`src/rtl/vec_alu_pkg.sv`:
```
// Shared types for the vector lane ALU sequencer: opcodes, compare codes,
// ALU result-select constants and the opcode decode function.
package vec_alu_pkg;

  typedef enum logic [3:0] {
    OP_ADD  = 4'd0,
    OP_SUB  = 4'd1,
    OP_FADD = 4'd2,
    OP_FSUB = 4'd3,
    OP_MUL  = 4'd4,
    OP_FMUL = 4'd5,
    OP_AND  = 4'd6,
    OP_OR   = 4'd7,
    OP_XOR  = 4'd8,
    OP_NOT  = 4'd9,
    OP_CMP  = 4'd10
  } vop_e;

  typedef enum logic [3:0] {
    CMP_EQ = 4'd0,
    CMP_NE = 4'd1,
    CMP_LT = 4'd2,
    CMP_GE = 4'd3
  } cmp_e;

  localparam logic [2:0] OUT_ADDSUB  = 3'b000;
  localparam logic [2:0] OUT_FADDSUB = 3'b001;
  localparam logic [2:0] OUT_MUL     = 3'b010;
  localparam logic [2:0] OUT_FMUL    = 3'b011;
  localparam logic [2:0] OUT_BITWISE = 3'b100;

  typedef struct packed {
    logic [2:0] out_ctrl;
    logic       addsub;
    logic [1:0] bitwise;
    logic       is_cmp;
    logic       legal;
  } dec_t;

  function automatic dec_t decode_op(input logic [3:0] op);
    dec_t d;
    // NOTE: every field gets a default before the case, so no path can leave
    // a field unassigned and infer a latch when this is used combinationally.
    d       = '0;
    d.legal = 1'b1;
    case (op)
      OP_ADD:  d.out_ctrl = OUT_ADDSUB;
      OP_SUB:  begin d.out_ctrl = OUT_ADDSUB;  d.addsub = 1'b1; end
      OP_FADD: d.out_ctrl = OUT_FADDSUB;
      OP_FSUB: begin d.out_ctrl = OUT_FADDSUB; d.addsub = 1'b1; end
      OP_MUL:  d.out_ctrl = OUT_MUL;
      OP_FMUL: d.out_ctrl = OUT_FMUL;
      // op-6 modulo 4 equals op+2 on the low two bits (AND=0 .. NOT=3)
      OP_AND, OP_OR, OP_XOR, OP_NOT: begin
        d.out_ctrl = OUT_BITWISE;
        d.bitwise  = op[1:0] + 2'd2;
      end
      OP_CMP:  d.is_cmp = 1'b1;
      default: d.legal  = 1'b0;
    endcase
    return d;
  endfunction

endpackage

```
`src/rtl/vec_alu_decode.sv`:
```
// Combinational opcode decode feeding the ALU control outputs.
module vec_alu_decode
  import vec_alu_pkg::*;
(
  input  logic [3:0] i_op,
  output dec_t       o_dec
);

  assign o_dec = decode_op(i_op);

endmodule

```
`src/rtl/vec_alu_sequencer.sv`:
```
// Per-instruction sequencer: walks elements 0..vl-1 through a
// read / execute / write pipeline around the combinational lane ALU.
module vec_alu_sequencer
  import vec_alu_pkg::*;
#(
  parameter  int WIDTH = 32,
  parameter  int VLMAX = 32,
  parameter  int NVREG = 32,
  localparam int EW    = $clog2(VLMAX),
  localparam int VLW   = EW + 1,
  localparam int RW    = $clog2(NVREG)
) (
  input  logic              clk,
  input  logic              reset,
  input  logic              req_val,
  output logic              req_rdy,
  input  logic [3:0]        req_op,
  input  logic [3:0]        req_cmp,
  input  logic [RW-1:0]     req_vd,
  input  logic [RW-1:0]     req_vs1,
  input  logic [RW-1:0]     req_vs2,
  input  logic              req_use_scalar,
  input  logic [WIDTH-1:0]  req_scalar,
  input  logic [VLW-1:0]    req_vl,
  input  logic              req_masked,
  input  logic [VLMAX-1:0]  req_mask,
  output logic              rf_rd_en,
  output logic [RW+EW-1:0]  rf_rd_addr_a,
  output logic [RW+EW-1:0]  rf_rd_addr_b,
  input  logic [WIDTH-1:0]  rf_rd_data_a,
  input  logic [WIDTH-1:0]  rf_rd_data_b,
  output logic [WIDTH-1:0]  alu_a,
  output logic [WIDTH-1:0]  alu_b,
  output logic [WIDTH-1:0]  alu_c,
  output logic              alu_addsub,
  output logic              alu_mux,
  output logic [2:0]        alu_out_ctrl,
  output logic [1:0]        alu_bitwise,
  output logic [3:0]        alu_comp,
  input  logic [WIDTH-1:0]  alu_result,
  input  logic              alu_predicate,
  output logic              rf_wr_en,
  output logic [RW+EW-1:0]  rf_wr_addr,
  output logic [WIDTH-1:0]  rf_wr_data,
  output logic              mask_wr_en,
  output logic [EW-1:0]     mask_wr_idx,
  output logic              mask_wr_data,
  output logic              done
);

  typedef enum logic [1:0] {S_IDLE, S_ISSUE, S_DRAIN, S_DONE} state_e;

  state_e             r_state;
  logic [3:0]         r_op;
  logic [3:0]         r_cmp;
  logic [RW-1:0]      r_vd;
  logic [RW-1:0]      r_vs1;
  logic [RW-1:0]      r_vs2;
  logic               r_use_scalar;
  logic [WIDTH-1:0]   r_scalar;
  logic [VLW-1:0]     r_vl;
  logic               r_masked;
  logic [VLMAX-1:0]   r_mask;
  logic [EW-1:0]      r_idx;

  logic               r_s1_val;
  logic [EW-1:0]      r_s1_idx;
  logic               r_s2_val;
  logic               r_s2_rf_we;
  logic               r_s2_mask_we;
  logic [EW-1:0]      r_s2_idx;
  logic [WIDTH-1:0]   r_s2_result;
  logic               r_s2_pred;

  logic               w_accept;
  logic [VLW-1:0]     w_vl_eff;
  logic               w_last_issue;
  logic               w_elem_en;
  logic               w_s1_rf_we;
  logic               w_s1_mask_we;
  dec_t               w_dec;

  vec_alu_decode u_decode (
    .i_op  (r_op),
    .o_dec (w_dec)
  );

  assign w_accept     = req_val & req_rdy;
  assign w_vl_eff     = (req_vl > VLW'(VLMAX)) ? VLW'(VLMAX) : req_vl;
  assign w_last_issue = ({1'b0, r_idx} == (r_vl - VLW'(1)));

  // Masked-off elements still flow through the pipe; only their writes drop.
  assign w_elem_en    = ~r_masked | r_mask[r_s1_idx];
  assign w_s1_rf_we   = r_s1_val & w_dec.legal & ~w_dec.is_cmp & w_elem_en;
  assign w_s1_mask_we = r_s1_val & w_dec.is_cmp & w_elem_en;

  // NOTE: sequential state uses non-blocking assignments only, so every
  // register samples pre-edge values regardless of statement order.
  always_ff @(posedge clk) begin
    if (reset) begin
      r_state      <= S_IDLE;
      r_op         <= '0;
      r_cmp        <= '0;
      r_vd         <= '0;
      r_vs1        <= '0;
      r_vs2        <= '0;
      r_use_scalar <= 1'b0;
      r_scalar     <= '0;
      r_vl         <= '0;
      r_masked     <= 1'b0;
      r_mask       <= '0;
      r_idx        <= '0;
    end else begin
      case (r_state)
        S_IDLE, S_DONE: begin
          if (w_accept) begin
            r_op         <= req_op;
            r_cmp        <= req_cmp;
            r_vd         <= req_vd;
            r_vs1        <= req_vs1;
            r_vs2        <= req_vs2;
            r_use_scalar <= req_use_scalar;
            r_scalar     <= req_scalar;
            r_vl         <= w_vl_eff;
            r_masked     <= req_masked;
            r_mask       <= req_mask;
            r_idx        <= '0;
            r_state      <= (w_vl_eff == '0) ? S_DONE : S_ISSUE;
          end else begin
            r_state <= S_IDLE;
          end
        end
        S_ISSUE: begin
          r_idx <= r_idx + 1'b1;
          if (w_last_issue) r_state <= S_DRAIN;
        end
        // S2 is loaded from S1, so once S1 is empty both stages are empty
        // after this edge and done lines up with the cycle after the last write.
        S_DRAIN: if (!r_s1_val) r_state <= S_DONE;
        default: r_state <= S_IDLE;
      endcase
    end
  end

  always_ff @(posedge clk) begin
    if (reset) begin
      r_s1_val     <= 1'b0;
      r_s1_idx     <= '0;
      r_s2_val     <= 1'b0;
      r_s2_rf_we   <= 1'b0;
      r_s2_mask_we <= 1'b0;
      r_s2_idx     <= '0;
      r_s2_result  <= '0;
      r_s2_pred    <= 1'b0;
    end else begin
      r_s1_val     <= rf_rd_en;
      r_s1_idx     <= r_idx;
      r_s2_val     <= r_s1_val;
      r_s2_rf_we   <= w_s1_rf_we;
      r_s2_mask_we <= w_s1_mask_we;
      r_s2_idx     <= r_s1_idx;
      r_s2_result  <= alu_result;
      r_s2_pred    <= alu_predicate;
    end
  end

  assign req_rdy      = (r_state == S_IDLE) | (r_state == S_DONE);
  assign done         = (r_state == S_DONE);

  assign rf_rd_en     = (r_state == S_ISSUE);
  assign rf_rd_addr_a = rf_rd_en ? {r_vs1, r_idx} : '0;
  assign rf_rd_addr_b = rf_rd_en ? {r_vs2, r_idx} : '0;

  assign alu_a        = r_s1_val ? rf_rd_data_a : '0;
  assign alu_b        = r_s1_val ? rf_rd_data_b : '0;
  assign alu_c        = r_s1_val ? r_scalar     : '0;
  assign alu_addsub   = r_s1_val & w_dec.addsub;
  assign alu_mux      = r_s1_val & r_use_scalar;
  assign alu_out_ctrl = r_s1_val ? w_dec.out_ctrl : '0;
  assign alu_bitwise  = r_s1_val ? w_dec.bitwise  : '0;
  assign alu_comp     = (r_s1_val & w_dec.is_cmp) ? r_cmp : '0;

  assign rf_wr_en     = r_s2_val & r_s2_rf_we;
  assign rf_wr_addr   = rf_wr_en ? {r_vd, r_s2_idx} : '0;
  assign rf_wr_data   = rf_wr_en ? r_s2_result : '0;
  assign mask_wr_en   = r_s2_val & r_s2_mask_we;
  assign mask_wr_idx  = mask_wr_en ? r_s2_idx : '0;
  assign mask_wr_data = mask_wr_en & r_s2_pred;

endmodule

```
`config.mk`:
```
export PLATFORM = sky130hd
export DESIGN_NAME = vec_alu_sequencer
export DESIGN_NICKNAME = d
export VERILOG_FILES = /design/src/rtl/vec_alu_pkg.sv /design/src/rtl/vec_alu_decode.sv /design/src/rtl/vec_alu_sequencer.sv
export SDC_FILE = /design/constraint.sdc
export NUM_CORES = 1
export LEC_CHECK = 0
export CAP_MARGIN = 25
export CORE_AREA = 3 3 146 148
export CTS_CLUSTER_SIZE = 20
export DETAILED_ROUTE_END_ITERATION = 12
export DIE_AREA = 0 0 149 151
export PLACE_DENSITY = 0.74
export SLEW_MARGIN = 20
export SYNTH_ARGS = -nofsm -noshare
export SYNTH_HDL_FRONTEND = slang
export SYNTH_SLANG_ARGS = --single-unit
```
`constraint.sdc`:
```
create_clock -name clk -period 5 [get_ports clk]
set_input_delay 1.5 -clock clk [delete_from_list [all_inputs] [get_ports clk]]
set_output_delay 1.5 -clock clk [all_outputs]
set_load 0.03 [all_outputs]
```
==> flow_metrics.env <==
export IMPL_die_w_um=149
export IMPL_ys_seq_area_share_pct=45.2
export IMPL_cp_max_fo=1
export IMPL_cts_buffers=17
export IMPL_dr_pass1_iters=4
export IMPL_cts_buffer_depth=2
export IMPL_gp_congestion=0.739
export IMPL_nets=1345
export IMPL_min_path_type="flop to flop"
export IMPL_cts_setup_buffers=0
export IMPL_drc=0
export IMPL_tns_ns=0
export IMPL_avgSynthCellArea_um2=8.14
export IMPL_drive_above_1_share_pct=4.84
export IMPL_die_h_um=151
export IMPL_synthCells=811
export IMPL_cp_common_cell="clkdlybuf4s50_1"
export IMPL_syn_cell_area_mm2=0.00660
export IMPL_coreArea_mm2=0.0202
export IMPL_synth_cell_types=38
export IMPL_netlist_top_cells_area="dfxtp_1 45%, and2_1 11%, nand2_1 11%"
export IMPL_criticalPathCategory="input pin to output port"
export IMPL_setup_viol=0
export IMPL_period_minus_slack_ns=4.30
export IMPL_syn_nets=1011
export IMPL_grt_antenna_before_repair=1
export IMPL_powerDensity_mw_per_mm2=367
export IMPL_path_buf_inv=2
export IMPL_final_common_cell="clkdlybuf4s50_1"
export IMPL_end_kind="output port"
export IMPL_slowest_delay_ns=0.68
export IMPL_crit_family="buffers and inverters"
export IMPL_grt_setup_unrepaired="false"
export IMPL_row_count=52
export IMPL_boundaryPins=375
export IMPL_cts_tree="done"
export IMPL_grt_pass1_wl_um=32900
export IMPL_hold_buffers=0
export IMPL_overflow=0
export IMPL_worst_slew_pin_slew_ns=0.832
export IMPL_die_area_mm2=0.0225
export IMPL_areaGrowthSynthToFinish_pct=67.9
export IMPL_worstHoldStart="r_scalar[12]"
export IMPL_yosys_area_top_type="dfxtp_1"
export IMPL_initialDrtViolationCount=230
export IMPL_viasPerCell=4.43
export IMPL_wirelength_um=22100
export IMPL_path_cells="clkdlybuf4s50_1 > and2_1 > clkdlybuf4s50_1"
export IMPL_grtUsageTotal_pct=18.5
export IMPL_antenna_left=0
export IMPL_synth_top_cell_area_share_pct=45.2
export IMPL_cts_sinks=149
export IMPL_wl_per_cell_um=15.4
export IMPL_grt_pass1_vias=5999
export IMPL_drv_cap=0
export IMPL_worstSkewPairLatency_ns=0.42
export IMPL_cts_resized=0
export IMPL_r2r_start="r_s1_idx[0]"
export IMPL_fill_cells=1875
export IMPL_report_final_slew_viol_count=0
export IMPL_max_slew_margin_pct=44.6
export IMPL_worstPathRequired_ns=3.50
export IMPL_yosysWarnings=0
export IMPL_hold_viol=0
export IMPL_dr_total_vias=6336
export IMPL_synth_flop_cell="dfxtp_1"
export IMPL_htreeDepth=4
export IMPL_root_buffer="clkbuf_16"
export IMPL_fmax_mhz=233
export IMPL_start_kind="input pin"
export IMPL_p_leak_uw=0.00432
export IMPL_post_route_period_util_pct=85.9
export IMPL_grt_max_degree=97
export IMPL_start_util_pct=32.7
export IMPL_ir_drop_mv=0.261
export IMPL_cp_arrival_ns=2.80
export IMPL_skew_ns=0.0105
export IMPL_whs_ns=0.450
export IMPL_io_buffers=374
export IMPL_ys_ff_latch=149
export IMPL_dp_hpwl_um=16300
export IMPL_synth_async_reset_ratio_pct=0
export IMPL_clkSlewWorstSetupHoldPaths_ns=0.07
export IMPL_layout_common_cells="373 x clkdlybuf4s50_1, 192 x nand2_1, 148 x dfxtp_1"
export IMPL_critPathSlowestCell="clkdlybuf4s50_1"
export IMPL_status="complete, no violations"
export IMPL_synth_edff_count=0
export IMPL_crit_start="rf_rd_data_b[12]"
-- flip-flops by register name, summed over array words and instances, names as in the netlist, 5 cells and up --
signal	count
r_vs2	5
r_s2_idx	5
r_vs1	5
r_s2_result	32
r_vd	5
r_s1_idx	5
r_mask	32
r_vl	6
r_scalar	32
r_idx	5
-- routing by layer --
layer	GRT usage, %	share of wire [%]	vias to the layer above
met5	0	0	-
met4	5.90	1.6	0
met3	6.58	7.6	17
met2	30.8	49	202
met1	22.5	42	2826
li1	-	-	3291
-- synthesized netlist by cell type, types with 2 or more instances --
cell,n
nand2_1,193
dfxtp_1,149
and2_1,120
a21oi_1,97
clkbuf_1,52
and3_1,50
nor2b_1,45
nor2_1,13
nand3b_1,7
xnor2_1,7
buf_1,6
inv_1,6
mux2i_1,6
buf_4,5
ha_1,5
nand2b_1,5
xor2_1,5
mux2_2,4
nor3b_1,4
mux4_1,3
mux4_2,3
nand3_1,3
nor3_1,3
o21ai_0,3
buf_2,2
buf_6,2
nand4_1,2
-- logic make-up (layout without fill, tap and decap cells) --
logic type	after synthesis	after routing	synth area share (%)
XOR/XNOR	12	12	1.59
adder cells (fa/ha/maj)	5	5	0.948
other	0	1	0
flip-flops	149	149	45.2
AND/OR/NAND/NOR	450	450	35.1
AO/OA/AOI/OAI	106	106	8.63
multiplexers	16	16	3.81
buffers and inverters	73	420	4.70
-- worst register-to-register path: cells and delay by family (launching register included) --
family           cells  cell delay [ns]
AO/OA/AOI/OAI        2             0.66
flip-flops           1             0.77
multiplexers         1             0.66
AND/OR/NAND/NOR      1             0.09
-- metrics by stage --
step,total power (uW),cells,area [um2],util [%],setup slack [ns]
floorplan,2310,811,6600,-,1.72
global placement,2810,1395,10500,51.8,0.683
detailed placement,2830,1395,10500,51.8,0.699
CTS,4120,1427,11100,54.8,0.699
global route,4320,1429,11100,54.9,0.672
finish,4070,1429,11100,54.9,0.703
-- final cells by class --
cell class	instances	area, um2	area share, %
antenna	1	2.50	0.0226
clock buffer	17	425	3.84
clock inverter	15	180	1.63
inverter	6	22.5	0.203
multi-input combinational	589	3310	29.9
sequential	149	2980	26.9
tap	270	338	3.05
timing repair buffer	382	3810	34.4
-- power by group --
group,internal (uW),total (uW),leakage [uW],switching [uW]
registers,1370,1470,0.00123,103
logic,556,1330,0.00281,771
clock network,676,1270,0.000292,595
total,2600,4070,0.00432,1470
-- final timing paths --
path | end | cells after the start | slack, ns
setup / recovery | alu_b[12] | 3 | 0.70
hold / removal | r_scalar[12] | 2 | 0.45
setup reg to reg | r_s2_mask_we | 4 | 2.69
hold reg to reg | r_scalar[12] | 2 | 0.45
(Power assumes the default switching activity.)
